**src/rtl/ifc_bundle_tx.sv**
```systemverilog
// Bundle-to-serial transmitter: captures a 40-bit field bundle and emits it
// as five 8-bit beats, LSB first, with even parity and a packet counter.
module ifc_bundle_tx (
   input  logic       CLK,
   input  logic       ASYNCRESET,
   input  logic       I_valid,
   output logic       I_ready,
   input  logic [4:0] I_port0,
   input  logic [4:0] I_port1,
   input  logic [9:0] I_port2,
   input  logic [4:0] I_port3,
   input  logic       I_port4,
   input  logic       I_port5,
   input  logic       I_port7,
   input  logic       I_port8,
   input  logic       I_port9,
   input  logic [2:0] I_port10,
   output logic       O_valid,
   input  logic       O_ready,
   output logic [7:0] O_data,
   output logic       O_last,
   output logic       O_par,
   output logic [7:0] O_count
);

   typedef enum logic {IDLE = 1'b0, SEND = 1'b1} state_t;

   localparam logic [2:0] LAST_BEAT = 3'd4;

   state_t      state_q, state_d;
   logic [2:0]  beat_q, beat_d;
   logic [39:0] p_q, p_d;
   logic [7:0]  count_q, count_d;
   logic [39:0] pack;
   logic [7:0]  beat_sel;

   assign pack = {7'd0, I_port9, I_port8, I_port7, I_port5, I_port4,
                  I_port3, I_port2, I_port10, I_port1, I_port0};

   always_ff @(posedge CLK or posedge ASYNCRESET) begin
      if (ASYNCRESET) begin
         state_q <= IDLE;
         beat_q  <= 3'd0;
         p_q     <= 40'd0;
         count_q <= 8'd0;
      end else begin
         state_q <= state_d;
         beat_q  <= beat_d;
         p_q     <= p_d;
         count_q <= count_d;
      end
   end

   always_comb begin
      state_d = state_q;
      beat_d  = beat_q;
      p_d     = p_q;
      count_d = count_q;
      case (state_q)
         IDLE: begin
            if (I_valid) begin
               p_d     = pack;
               beat_d  = 3'd0;
               state_d = SEND;
            end
         end
         SEND: begin
            if (O_ready) begin
               if (beat_q == LAST_BEAT) begin
                  state_d = IDLE;
                  beat_d  = 3'd0;
                  count_d = count_q + 8'd1;
               end else begin
                  beat_d = beat_q + 3'd1;
               end
            end
         end
         default: state_d = IDLE;
      endcase
   end

   always_comb begin
      beat_sel = 8'd0;
      case (beat_q)
         3'd0:    beat_sel = p_q[7:0];
         3'd1:    beat_sel = p_q[15:8];
         3'd2:    beat_sel = p_q[23:16];
         3'd3:    beat_sel = p_q[31:24];
         3'd4:    beat_sel = p_q[39:32];
         default: beat_sel = 8'd0;
      endcase
   end

   // Outputs are gated to zero outside SEND so idle cycles present a clean bus.
   assign I_ready = (state_q == IDLE);
   assign O_valid = (state_q == SEND);
   assign O_data  = O_valid ? beat_sel : 8'd0;
   assign O_last  = O_valid && (beat_q == LAST_BEAT);
   assign O_par   = ^O_data;
   assign O_count = count_q;

endmodule

```
**config.mk**
```make
export PLATFORM = sky130hd
export DESIGN_NAME = ifc_bundle_tx
export DESIGN_NICKNAME = d
export VERILOG_FILES = /design/src/rtl/ifc_bundle_tx.sv
export SDC_FILE = /design/constraint.sdc
export NUM_CORES = 1
export LEC_CHECK = 0
export CAP_MARGIN = 20
export CORE_MARGIN = 3
export CORE_UTILIZATION = 48
export CTS_CLUSTER_DIAMETER = 120
export DETAILED_ROUTE_END_ITERATION = 8
export GPL_TIMING_DRIVEN = 0
export PLACE_DENSITY = 0.78
export SYNTH_ARGS = -nofsm -noshare
export SYNTH_HDL_FRONTEND = slang
export SYNTH_SLANG_ARGS = --single-unit
```
**constraint.sdc**
```tcl
create_clock -name CLK -period 3.55 [get_ports CLK]
set_input_delay 0.355 -clock CLK [delete_from_list [all_inputs] [get_ports CLK]]
set_output_delay 0.355 -clock CLK [all_outputs]
set_load 0.01 [all_outputs]
```
Yosys cells after proc, flatten, opt, wreduce, memory -nomap -nowiden
Index checks and enable logic that the tools add are counted.
{ "totals": {"regBits": 45, "in_bits": 37, "wordCells": 29} }
{ "op_classes": {"add_sub_neg": 2, "n_eq_ne": 6, "n_mux": 10, "bitwise": 1, "reduce_logical": 6} }
{ "op_table": {"columns": ["operator", "n"], "rows": [
  ["$pmux W8 S5", 1],
  ["$mux W3", 3],
  ["$add A8 B1 Y8 const B", 1],
  ["$mux W8", 1],
  ["$reduce_xor A8 Y1", 1],
  ["$eq A3 B2 Y1 const B", 2],
  ["$pmux W3 S2", 1],
  ["$ne A2 B2 Y1 const B", 2],
  ["$reduce_and A2 Y1", 2],
  ["$add A3 B1 Y3 const B", 1],
  ["$eq A3 B1 Y1 const B", 1],
  ["$eq A3 B3 Y1 const B", 1],
  ["$logic_not A3 Y1", 1],
  ["$mux W1", 3],
  ["$reduce_and A3 Y1", 1],
  ["$pmux W1 S2", 1],
  ["$logic_and A1 B1 Y1", 1],
  ["$not A1 Y1", 1]
]} }

Longest topological paths before layout
{ "logic_depth": {"word_depth": 4, "mapped_depth": 11, "depth_no_buf": 8} }

Least setup slack after synthesis
OpenSTA, ideal clock, no wires.
{ "synth_timing": {"path_kind": "register -> output", "from": "register beat_q[2]", "to": "output port O_par", "arrival_ns": 2.127, "required_ns": 3.195, "path_slack_ns": 1.068, "stages_incl_launch_ff": 11, "cell_sequence": "dfrtp_1 -> buf_4 -> buf_4 -> inv_1 -> ha_1 -> buf_2 -> a22oi_2 -> o21ai_1 -> a211o_1 -> xnor3_1 -> nor2_1"} }
{ "synth_via": {"elab_chain_len": 4} }
{ "synth_rtl": {"columns": ["element", "line_no", "source"], "rows": [
  ["start: declaration", "31", "logic [2:0] beat_q, beat_d;"],
  ["start signal: assignment", "48", "beat_q <= beat_d;"],
  ["$eq A3 B3 Y1, or another cell as far along", "84", "case (beat_q)"],
  ["$pmux W8 S5 *", "84", null],
  ["$mux W8 *", "97", "assign O_data = O_valid ? beat_sel : 8'd0;"],
  ["$reduce_xor A8 Y1 *", "99", "assign O_par = ^O_data;"],
  ["end: declaration", "22", "output logic O_par,"]
]} }
Every way passes the cells marked *; elsewhere a longest branch is shown, timed or not.

Final worst setup path
{ "layout_timing": {"from": "register beat_q[2]", "to": "output port O_data[6]"} }
{ "layout_via": {"elab_chain_len": 3} }
{ "layout_rtl": {"columns": ["element", "line_no", "source"], "rows": [
  ["$eq A3 B3 Y1, or another cell as far along", "84", null],
  ["$pmux W8 S5 *", "84", null],
  ["$mux W8 *", "97", null],
  ["end: declaration", "20", "output logic [7:0] O_data,"]
]} }
Marked as above.

==> summary.md <==
| Metric | Value |
|---|---|
| Fillers | between 300 and 400 |
| Via Count | 1,656 |
| Fraction of registers with async set/reset | 100% |
| Clock Pin Slew Worst Setup and Hold Paths | 80 ps |
| Post-Synth Simple-Gate Area | around a tenth |
| CP max-delay cell | o31ai_2 |
| CTS Buffer Depth | 2 |
| Congestion Overflow GR | 0 |
| Worst path top cell family by delay | buffers and inverters |
| Die height | approximately 75 microns |
| Syn_area_per_cell | 12.1 sq um |
| DIE AREA | roughly 5600 sq um |
| Outcome | finished, final reports clean |
| Worst vdd ir | ~0.45 mV |
| Most frequent CP cell | buf_4 |
| P per Cell Area | 904 nW/um^2 |
| CP max FO | 10 |
| Hold Crit Class | primary input to asynchronous set/reset pin |
| Worst path max stage delay | between 600 and 700 ps |
| Final worst slack | around 430 ps |
| Initial core utilization | between 50 and 60% |
| Syn_nets | about 230 |
| Number of global-route vias before repair | between 1,500 and 2,000 |
| Share of cells above drive strength 1 | around 25% |
| Row count | 24 |
| Initial antenna violation count | 0 |
| Crit path to | O_data[6] |
| Critical path class | flop to primary output |
| Finished Cell Area | approximately 3000 sq um |
| Hold Buf Count CTS | 0 |
| Final GP Congestion | about 0.75 |
| Compound-gate portion of the synthesized area | about an eighth |
| Drt drc | 0 |
| CP Launch Type | flop |
| Cell depth of the worst setup path | 8 |
| Port Buffers | 56 |
| Setup Buffers After CTS | 0 |
| Num CTS Buffers | 5 |
| Synth Register Bits | 45 |
| Hold Vio Cnt, Final | 0 |
| Slew HR | around 54% |
| Setup violators final | 0 |
| Synth Area in Adders | 3.30% |
| Syn. warnings | 0 |
| Final Cycle Share | approximately 90% |
| Most common cell after layout, fill and taps aside | clkdlybuf4s50_1 |
| CTS root buf | clkbuf_8 |
| Tot Pwr | approximately 2.7 mW |
| Worst R2R Setup Slack | roughly 1500 ps |
| Largest net degree at the start of global routing | 41 |
| CP required | between 3000 and 4000 ps |
| Die width | 74.9 microns |
| Antenna diode count | 0 |
| Commonest non-fill, non-tap cells in the layout | clkdlybuf4s50_1, dfrtp_1, mux2_2 |
| Leakage power | about 1.3 nW |
| CTS Sinks | between 40 and 50 |
| Final Max Slew Viols | 0 |
| Top_reg_cell synth | dfrtp_1 |
| Buf/Inv on CP | 5 |
| Cells after synthesis | roughly 190 |
| Mux cell area share after synthesis | between 10% and 20% |
| Setup TNS | 0 ps |
| Worst-skew pair later-pin latency | 290 ps |
| Post-Syn Area | around 2300 sq um |
| Clock Skew | between 4 and 5 ps |
| # Max-Cap Violations | 0 |
| Slew @ Worst Pin | 688 ps |
| Reg2reg start | beat_q[0]$_DFFE_PP0P_ |
| DRT Pass-1 Iters | 6 |
| RSZ-0062 raised after global routing | false |
| Wire per inst | between 15 and 20 microns |
| Crit end category | primary output |
| GRT Util Overall | about a fifth |
| Fmax | around 320 MHz |
| I/O pin cnt | 57 |
| Initial DRC Count | 69 |
| Post-DP HPWL | approximately 3.6 mm |
| Largest family of logic cells by synthesized area | multiplexers |
| CTS H-tree lvls | 2 |
| Vias per std cell | between 5 and 6 |
| CP Launch Point | beat_q[2]$_DFFE_PP0P_ |
| First-pass GRT wire length | around 8.1 mm |
| CTS tree | yes |
| Layout Nets | a little under 300 |
| Cell Chain, Critical Path | buf_4 > buf_4 > inv_1 > ha_1 > buf_2 > o31ai_2 > a21oi_1 > clkdlybuf4s50_1 |
| R2R depth | 9 |
| CP arrival | approximately 2800 ps |
| Sequential share of the synthesized area | between 40% and 50% |
| Final min period | around 3100 ps |
| CORE AREA | 4470 sq um |
| Detail Route Antenna Nets | 0 |
| Routed WL | 4.90 mm |
| DP Area | a little under 3000 sq um |
| Area grow syn2layout | 33.2% |
| Synth unique cells | 38 |
| Post-synth EDFFs | 0 |
| End of the worst register-to-register path | O_count[7]$_DFFE_PP0P_ |
| Pre-CTS setup slack | about 270 ps |
| Synth Area in XOR/XNOR | approximately 4.5% |
-- power by group --
group          switching [mW]  internal (mW)  total (mW)
registers               0.169          0.749       0.918
logic                   0.634          0.843        1.48
clock network           0.171          0.176       0.347
total                   0.973           1.77        2.74
-- cells in the mapped netlist (4+ instances only) --
cell type | number | area share (%)
buf_4 | 5 | 1.6
o21ai_1 | 4 | 0.88
nand4_1 | 4 | 1.1
mux2_2 | 34 | 17
a21oi_1 | 9 | 2.0
a22oi_2 | 5 | 2.7
nand2_1 | 8 | 1.3
a22oi_1 | 5 | 1.6
clkbuf_1 | 4 | 0.66
nor2_1 | 10 | 1.6
xnor2_1 | 7 | 2.7
inv_1 | 7 | 1.2
nor2b_1 | 6 | 1.6
ha_1 | 6 | 3.3
dfrtp_1 | 45 | 49
-- final cells by class --
| cell class | count | area [sq um] | area share (%) |
|---|---|---|---|
| Buffer | 10 | 57.6 | 1.90 |
| Clock buffer | 7 | 96.3 | 3.18 |
| Clock inverter | 1 | 5.00 | 0.165 |
| Inverter | 7 | 26.3 | 0.866 |
| Multi-Input combinational cell | 126 | 1070 | 35.4 |
| Sequential cell | 45 | 1130 | 37.2 |
| Tap cell | 52 | 65.1 | 2.15 |
| Timing Repair Buffer | 57 | 583 | 19.2 |
-- routing by layer --
metal / part of all wire, % / GRT usage [%] / vias up
met5: 0 / 0 / -
met4: 0.94 / 4.15 / 0
met3: 5.7 / 4.01 / 5
met2: 48 / 30.7 / 50
met1: 46 / 26.4 / 800
li1: - / - / 801
-- worst register-to-register path: stages (launching register included) --
cell and delay, ps:
dfrtp_1 430, inv_1 110, ha_1 160, buf_4 190, nand2_1 130, nor2_2 250
and3_1 240, nand4_1 160, nor2_1 160, xor2_1 150
-- logic make-up (layout without fill, tap and decap cells) --
logic type               count (synthesis)  count (layout)
AO/OA/AOI/OAI                           36              36
XOR/XNOR                                10              10
adder cells (fa/ha/maj)                  6               6
buffers and inverters                   17              82
flip-flops                              45              45
multiplexers                            34              34
AND/OR/NAND/NOR                         40              40
-- per-stage QoR --
| step | utilization [%] | hold WS (ps) | cells |
|---|---|---|---|
| floorplan | - | 480 | 188 |
| global placement | 64.9 | 459 | 296 |
| detailed placement | 65.3 | 476 | 297 |
| CTS | 67.7 | 261 | 305 |
| global route | 67.8 | 280 | 305 |
| finish | 67.8 | 259 | 305 |
-- worst min-delay path by stage --
stage / startpoint / to / slack, ps / cells past startpoint
2_1_floorplan: p_q[0]$_DFFE_PP0P_ / p_q[0]$_DFFE_PP0P_ / 480 / 1
3_3_place_gp: O_count[7]$_DFFE_PP0P_ / O_count[7]$_DFFE_PP0P_ / 460 / 1
3_5_place_dp: O_count[7]$_DFFE_PP0P_ / O_count[7]$_DFFE_PP0P_ / 480 / 1
4_1_cts: ASYNCRESET / O_count[1]$_DFFE_PP0P_ / 260 / 2
5_1_grt: ASYNCRESET / O_count[1]$_DFFE_PP0P_ / 280 / 2
6_report: ASYNCRESET / O_count[1]$_DFFE_PP0P_ / 260 / 2
-- state kept, by name, summed over array words and instances, names as in the netlist --
signal and count:
p_q 33, O_count 8, beat_q 3, O_valid 1
-- what timing repair did --
| action | in CTS | in global routing |
|---|---|---|
| endpoints found under the setup margin | 1 | 1 |
| gates resized for setup | 1 | 2 |
| gates cloned | 0 | 0 |
Note: power is estimated with default switching activity, not from simulation.
==> variant 1, RTL diff (same settings) <==
Take the reset off `p_q` and load it in a clocked block of its own.
--- a/src/rtl/ifc_bundle_tx.sv
+++ b/src/rtl/ifc_bundle_tx.sv
@@ -41,14 +41,16 @@
       if (ASYNCRESET) begin
          state_q <= IDLE;
          beat_q  <= 3'd0;
-         p_q     <= 40'd0;
          count_q <= 8'd0;
       end else begin
          state_q <= state_d;
          beat_q  <= beat_d;
-         p_q     <= p_d;
          count_q <= count_d;
       end
+   end
+
+   always_ff @(posedge CLK) begin
+      p_q <= p_d;
    end
 
    always_comb begin
Function: same outputs for any inputs over 10 cycles, from zero or initial values and one cycle with ASYNCRESET high; that may be too few to reach the edited logic, so the function may still have changed.
==> variant 1 against the unedited design <==
Sequential cell count is the same. Worst setup slack lost 0.20 ns. Total power shrank 19%. Wire length shrank 9.1%. Non-clock buffer count shrank 5. First-iteration DRC count shrank 12%. Cell area shrank 8.4%. Highest routed layer unchanged. Sequential power shrank 18%. Combinational power shrank 22%. Clock power shrank 8.4%. Area after synthesis shrank 9.7%.
==> variant 1: results (changes against the unedited design) <==
| Metric | Value |
|---|---|
| Outcome | `finished clean (unchanged)` |
| Top cell types by occurrence after synthesis | `sky130_fd_sc_hd__edfxtp_1, sky130_fd_sc_hd__dfrtp_1, sky130_fd_sc_hd__nor2_1 (was sky130_fd_sc_hd__dfrtp_1, sky130_fd_sc_hd__mux2_2, sky130_fd_sc_hd__nor2_1)` |
| Detailed-routing iteration count for the pre-antenna-repair pass | `5 (was 6)` |
| End point of the critical path | `O_par (was O_data[6])` |
| Share of cells above drive strength 1 | `11.2% (was 24.9%)` |
| Origin of the critical flop-to-flop path | `beat_q[1] (was beat_q[0])` |
| Biggest cell delay along the critical path | `0.55 ns (was 0.65 ns)` |
| Logic pwr share | `52.0% (was 53.9%)` |
| Share of synthesized area occupied by flip-flops and latches | `62.8% (was 49.5%)` |
| Dominant cells by area after synthesis | `sky130_fd_sc_hd__edfxtp_1, sky130_fd_sc_hd__dfrtp_1, sky130_fd_sc_hd__ha_1 (was sky130_fd_sc_hd__dfrtp_1, sky130_fd_sc_hd__mux2_2, sky130_fd_sc_hd__ha_1)` |
| Maximum vdd drop | `423 uV (was 452 uV)` |
| Met2 Use GR | `30.8% (was 30.7%)` |
| Met3 routed WL | `222 um (was 277 um)` |
| Global-route wire length before repair | `6930 um (was 8060 um)` |
| Fill cells | `280 (was 349)` |
| Number of gates resized after cts | `0 (was 1)` |
| Routed length on met2 | `2350 um (was 2340 um)` |
| Register-to-register setup slack | `1.66 ns (was 1.50 ns)` |
| Post-Route Hold Slack | `0.354 ns (was 0.259 ns)` |
| Iter 0 DRT Violations | `61 (was 69)` |
| Placer's final routability congestion estimate | `0.882 (was 0.750)` |
| Wire length reported by the detailed router | `4450 um (was 4900 um)` |
| Number of vias in the routed layout | `1469 (was 1656)` |
| Met1 usage | `21.4% (was 26.4%)` |
| Critical path's slowest cell | `sky130_fd_sc_hd__clkdlybuf4s50_1 (was sky130_fd_sc_hd__o31ai_2)` |
| Fraction of synthesis flops using an asynchronous set or reset pin | `26.7% (was 100%)` |
| Final HPWL from detailed placement | `3320 um (was 3650 um)` |
| Worst-margin pin slew | `0.935 ns (was 0.688 ns)` |
| Net Count, Synth | `193 (was 231)` |
| Switching power share of the total | `35.5% (about the same)` |
| Clock skew | `0.00914 ns (was 0.00440 ns)` |
| Largest net degree at the start of global routing | `35 (was 41)` |
| Cells on worst reg2reg path | `8 (was 9)` |
| Routed met1 length | `1780 um (was 2230 um)` |
| Routing usage on met3 | `4.49% (was 4.01%)` |
| Global Route Usage Sum | `18.2% (was 19.0%)` |
| Buffers from clock root to sink, at most | `2 (unchanged)` |
| Total Nets Final | `256 (was 295)` |
| Static leakage | `0.00103 uW (was 0.00128 uW)` |
| Post-synth EDFFs | `33 (was 0)` |
| Post-synth cell types | `40 (was 38)` |
| Ys flop type | `sky130_fd_sc_hd__edfxtp_1 (was sky130_fd_sc_hd__dfrtp_1)` |
| Clock group power | `318 uW (was 347 uW)` |
| Worst setup path startpoint | `beat_q[0] (was beat_q[2])` |
| Arrival time of data at the critical path endpoint | `2.97 ns (was 2.77 ns)` |
variant 1: cell type report:
cell class	instances	area (sq um)	share of cell area [%]
multi-input combinational	93	698	25.1
timing repair buffer	56	561	20.2
buffer	6	52.6	1.89
tap	50	62.6	2.25
inverter	6	22.5	0.811
sequential	45	1290	46.5
clock buffer	8	90.1	3.24
variant 1: kinds of logic after synthesis:
group,synth area share (%)
AOI/OAI and AO/OA,14.3
xor gates and xnor gates,4.93
adders and majority gates,3.65
buffers and inverters,3.65
DFF,62.8
muxes,1.09
and+or+nand+nor,9.61
variant 1: stage by stage:
step | setup slack, ns | utilization, % | instances | total power (uW) | instance area [sq um]
finish | 0.224 | 68.5 | 264 | 2230 | 2780
global route | 0.0686 | 68.5 | 264 | 2370 | 2780
CTS | 0.198 | 68.5 | 264 | 2250 | 2780
detailed placement | 0.544 | 66.2 | 256 | 1930 | 2690
global placement | 0.0440 | 66.1 | 256 | 1870 | 2680
floorplan | 0.942 | - | 150 | 1470 | 2060
==> variant 2, RTL diff (config.mk and constraints unchanged) <==
Without the edit above. Reset style: synchronous (`ASYNCRESET`), changed in one clocked block.
--- a/src/rtl/ifc_bundle_tx.sv
+++ b/src/rtl/ifc_bundle_tx.sv
@@ -37,7 +37,7 @@
    assign pack = {7'd0, I_port9, I_port8, I_port7, I_port5, I_port4,
                   I_port3, I_port2, I_port10, I_port1, I_port0};
 
-   always_ff @(posedge CLK or posedge ASYNCRESET) begin
+   always_ff @(posedge CLK) begin
       if (ASYNCRESET) begin
          state_q <= IDLE;
          beat_q  <= 3'd0;
Behaviour: differs if ASYNCRESET is asserted again (counterexample within 4 cycles, from zero or initial values and one cycle with ASYNCRESET high); with ASYNCRESET held inactive, the same outputs for 10 cycles.
==> variant 2 against the unedited design <==
Sequential cell count is the same. Clock skew shrank 0.0024 ns. Worst setup slack gained 0.022 ns. Global-route usage grew 2.7 points. Die area shrank 4.5%. Area after synthesis shrank 4.9%. Cell area shrank 5.4%. Wire length grew 11%. Critical endpoint is now O_par. Highest routed layer unchanged.
Power is not compared: it rests on default switching activity, and its combinational part moved more than twofold at a synthesized area within 25%.
==> variant 2: results (changes against the unedited design) <==
| Metric | Value |
|---|---|
| Vias in the first global route | `1946 (was 1701)` |
| Iter 0 DRT Violations | `178 (was 69)` |
| Clock skew | `0.00202 ns (was 0.00440 ns)` |
| Global-route wire length before repair | `8970 um (was 8060 um)` |
| Total Nets Final | `376 (was 295)` |
| Detailed-routing iteration count for the pre-antenna-repair pass | `4 (was 6)` |
| Origin of the critical flop-to-flop path | `beat_q[0] (unchanged)` |
| Placer's final routability congestion estimate | `0.820 (was 0.750)` |
| Final routed wire length divided by cell count | `14.1 um (was 16.1 um)` |
| Fraction of synthesis flops using an asynchronous set or reset pin | `0% (was 100%)` |
| Global Route Usage Sum | `21.7% (was 19.0%)` |
| Share of synthesized area occupied by flip-flops and latches | `41.6% (was 49.5%)` |
| Final HPWL from detailed placement | `4030 um (was 3650 um)` |
| Arrival time of data at the critical path endpoint | `2.75 ns (was 2.77 ns)` |
| Routed via count divided by cell count | `5.39 (was 5.43)` |
| Outcome | `finished clean (unchanged)` |
| Net Count, Synth | `314 (was 231)` |
| Headroom to the max-slew limit | `55.5% (was 53.8%)` |
| Largest net degree at the start of global routing | `14 (was 41)` |
| Biggest cell delay along the critical path | `0.37 ns (was 0.65 ns)` |
| Endpoint of the worst register-to-register path | `O_count[7] (unchanged)` |
| Portion of synthesized cell area occupied by the leading cell type | `41.6% (was 49.5%)` |
| Share of cells above drive strength 1 | `7.81% (was 24.9%)` |
| Register-to-register setup slack | `1.73 ns (was 1.50 ns)` |
| Fill cells | `369 (was 349)` |
| Post-synth cell types | `41 (was 38)` |
| Dominant cells by area after synthesis | `sky130_fd_sc_hd__dfxtp_1, sky130_fd_sc_hd__nand2_1, sky130_fd_sc_hd__a21oi_1 (was sky130_fd_sc_hd__dfrtp_1, sky130_fd_sc_hd__mux2_2, sky130_fd_sc_hd__ha_1)` |
## variant 2: changes by cell type after synthesis, sizes merged, moves of 3 or more
cell | unedited run | this run
mux2 | 34 | 0
xnor2 | 7 | 4
dfxtp | 0 | 45
dfrtp | 45 | 0
nand2 | 8 | 73
clkbuf | 4 | 11
nand3 | 1 | 4
xor2 | 2 | 5
nor2 | 11 | 19
a21oi | 9 | 42
## variant 2: worst max path at each step
stage | start | endpoint | cells after the start
floorplan | beat_q[2] | O_par | 10
global placement | beat_q[2] | O_par | 11
detailed placement | beat_q[2] | O_par | 11
CTS | beat_q[2] | O_par | 11
global route | beat_q[2] | O_par | 11
finish | beat_q[2] | O_par | 11
## variant 2: what timing repair did
action                     4_1_cts  5_1_grt
setup endpoints to repair        0        1
resized for setup                0        2
hold endpoints to repair         0        0
## variant 2: cells by family (layout without fill, tap and decap cells)
group | Yosys count | count (layout) | share of synthesized area [%]
mux | 1 | 1 | 0.462
compound gates | 67 | 67 | 19.8
flops | 45 | 45 | 41.6
buf+inv | 24 | 86 | 5.60
xor+xnor | 10 | 10 | 4.68
fa+ha+maj | 6 | 6 | 3.47
simple gates | 118 | 118 | 24.4
## variant 2: per-stage QoR
stage               cells  hold slack (ns)  instance area [sq um]  setup slack, ns  util [%]
CTS                   383            0.417                   2860           0.0781      68.5
global placement      376            0.443                   2780            0.455      66.6
floorplan             271            0.436                   2170             1.12         -
finish                383            0.410                   2870            0.449      68.7
global route          383            0.448                   2870            0.325      68.7
detailed placement    376            0.449                   2780            0.405      66.6
## variant 2: per-layer routing
metal	wire length, um	global-route usage, %
met5	0	0
met1	2490	28.6
met4	95	6.76
met3	337	6.06
met2	2490	34.3
## variant 2: critical path: cells and delay by family (launching register included)
family	cells	cell delay, ns
compound gates	3	0.65
xor+xnor	1	0.37
fa+ha+maj	1	0.18
buf+inv	5	0.75
flops	1	0.36
simple gates	1	0.13
## variant 2: layout make-up
type                    count  area, sq um  share of cell area, %
multi-input cells         202         1150                   40.1
flip-flops and latches     45          901                   31.4
repair buffers             55          553                   19.3
plain buffers              18         98.8                   3.45
clock buffers               6         72.6                   2.53
well taps                  50         62.6                   2.18
inverters                   6         22.5                  0.785
clock inverters             1         8.76                  0.305
## variant 2: power by group through the flow
stage	Combinational, uW	Sequential (uW)	Clock [uW]
after floorplan	95.9	550	0
after global placement	165	554	0
after detailed placement	170	554	0
after CTS	171	542	311
after global routing	187	546	335
final	171	543	309
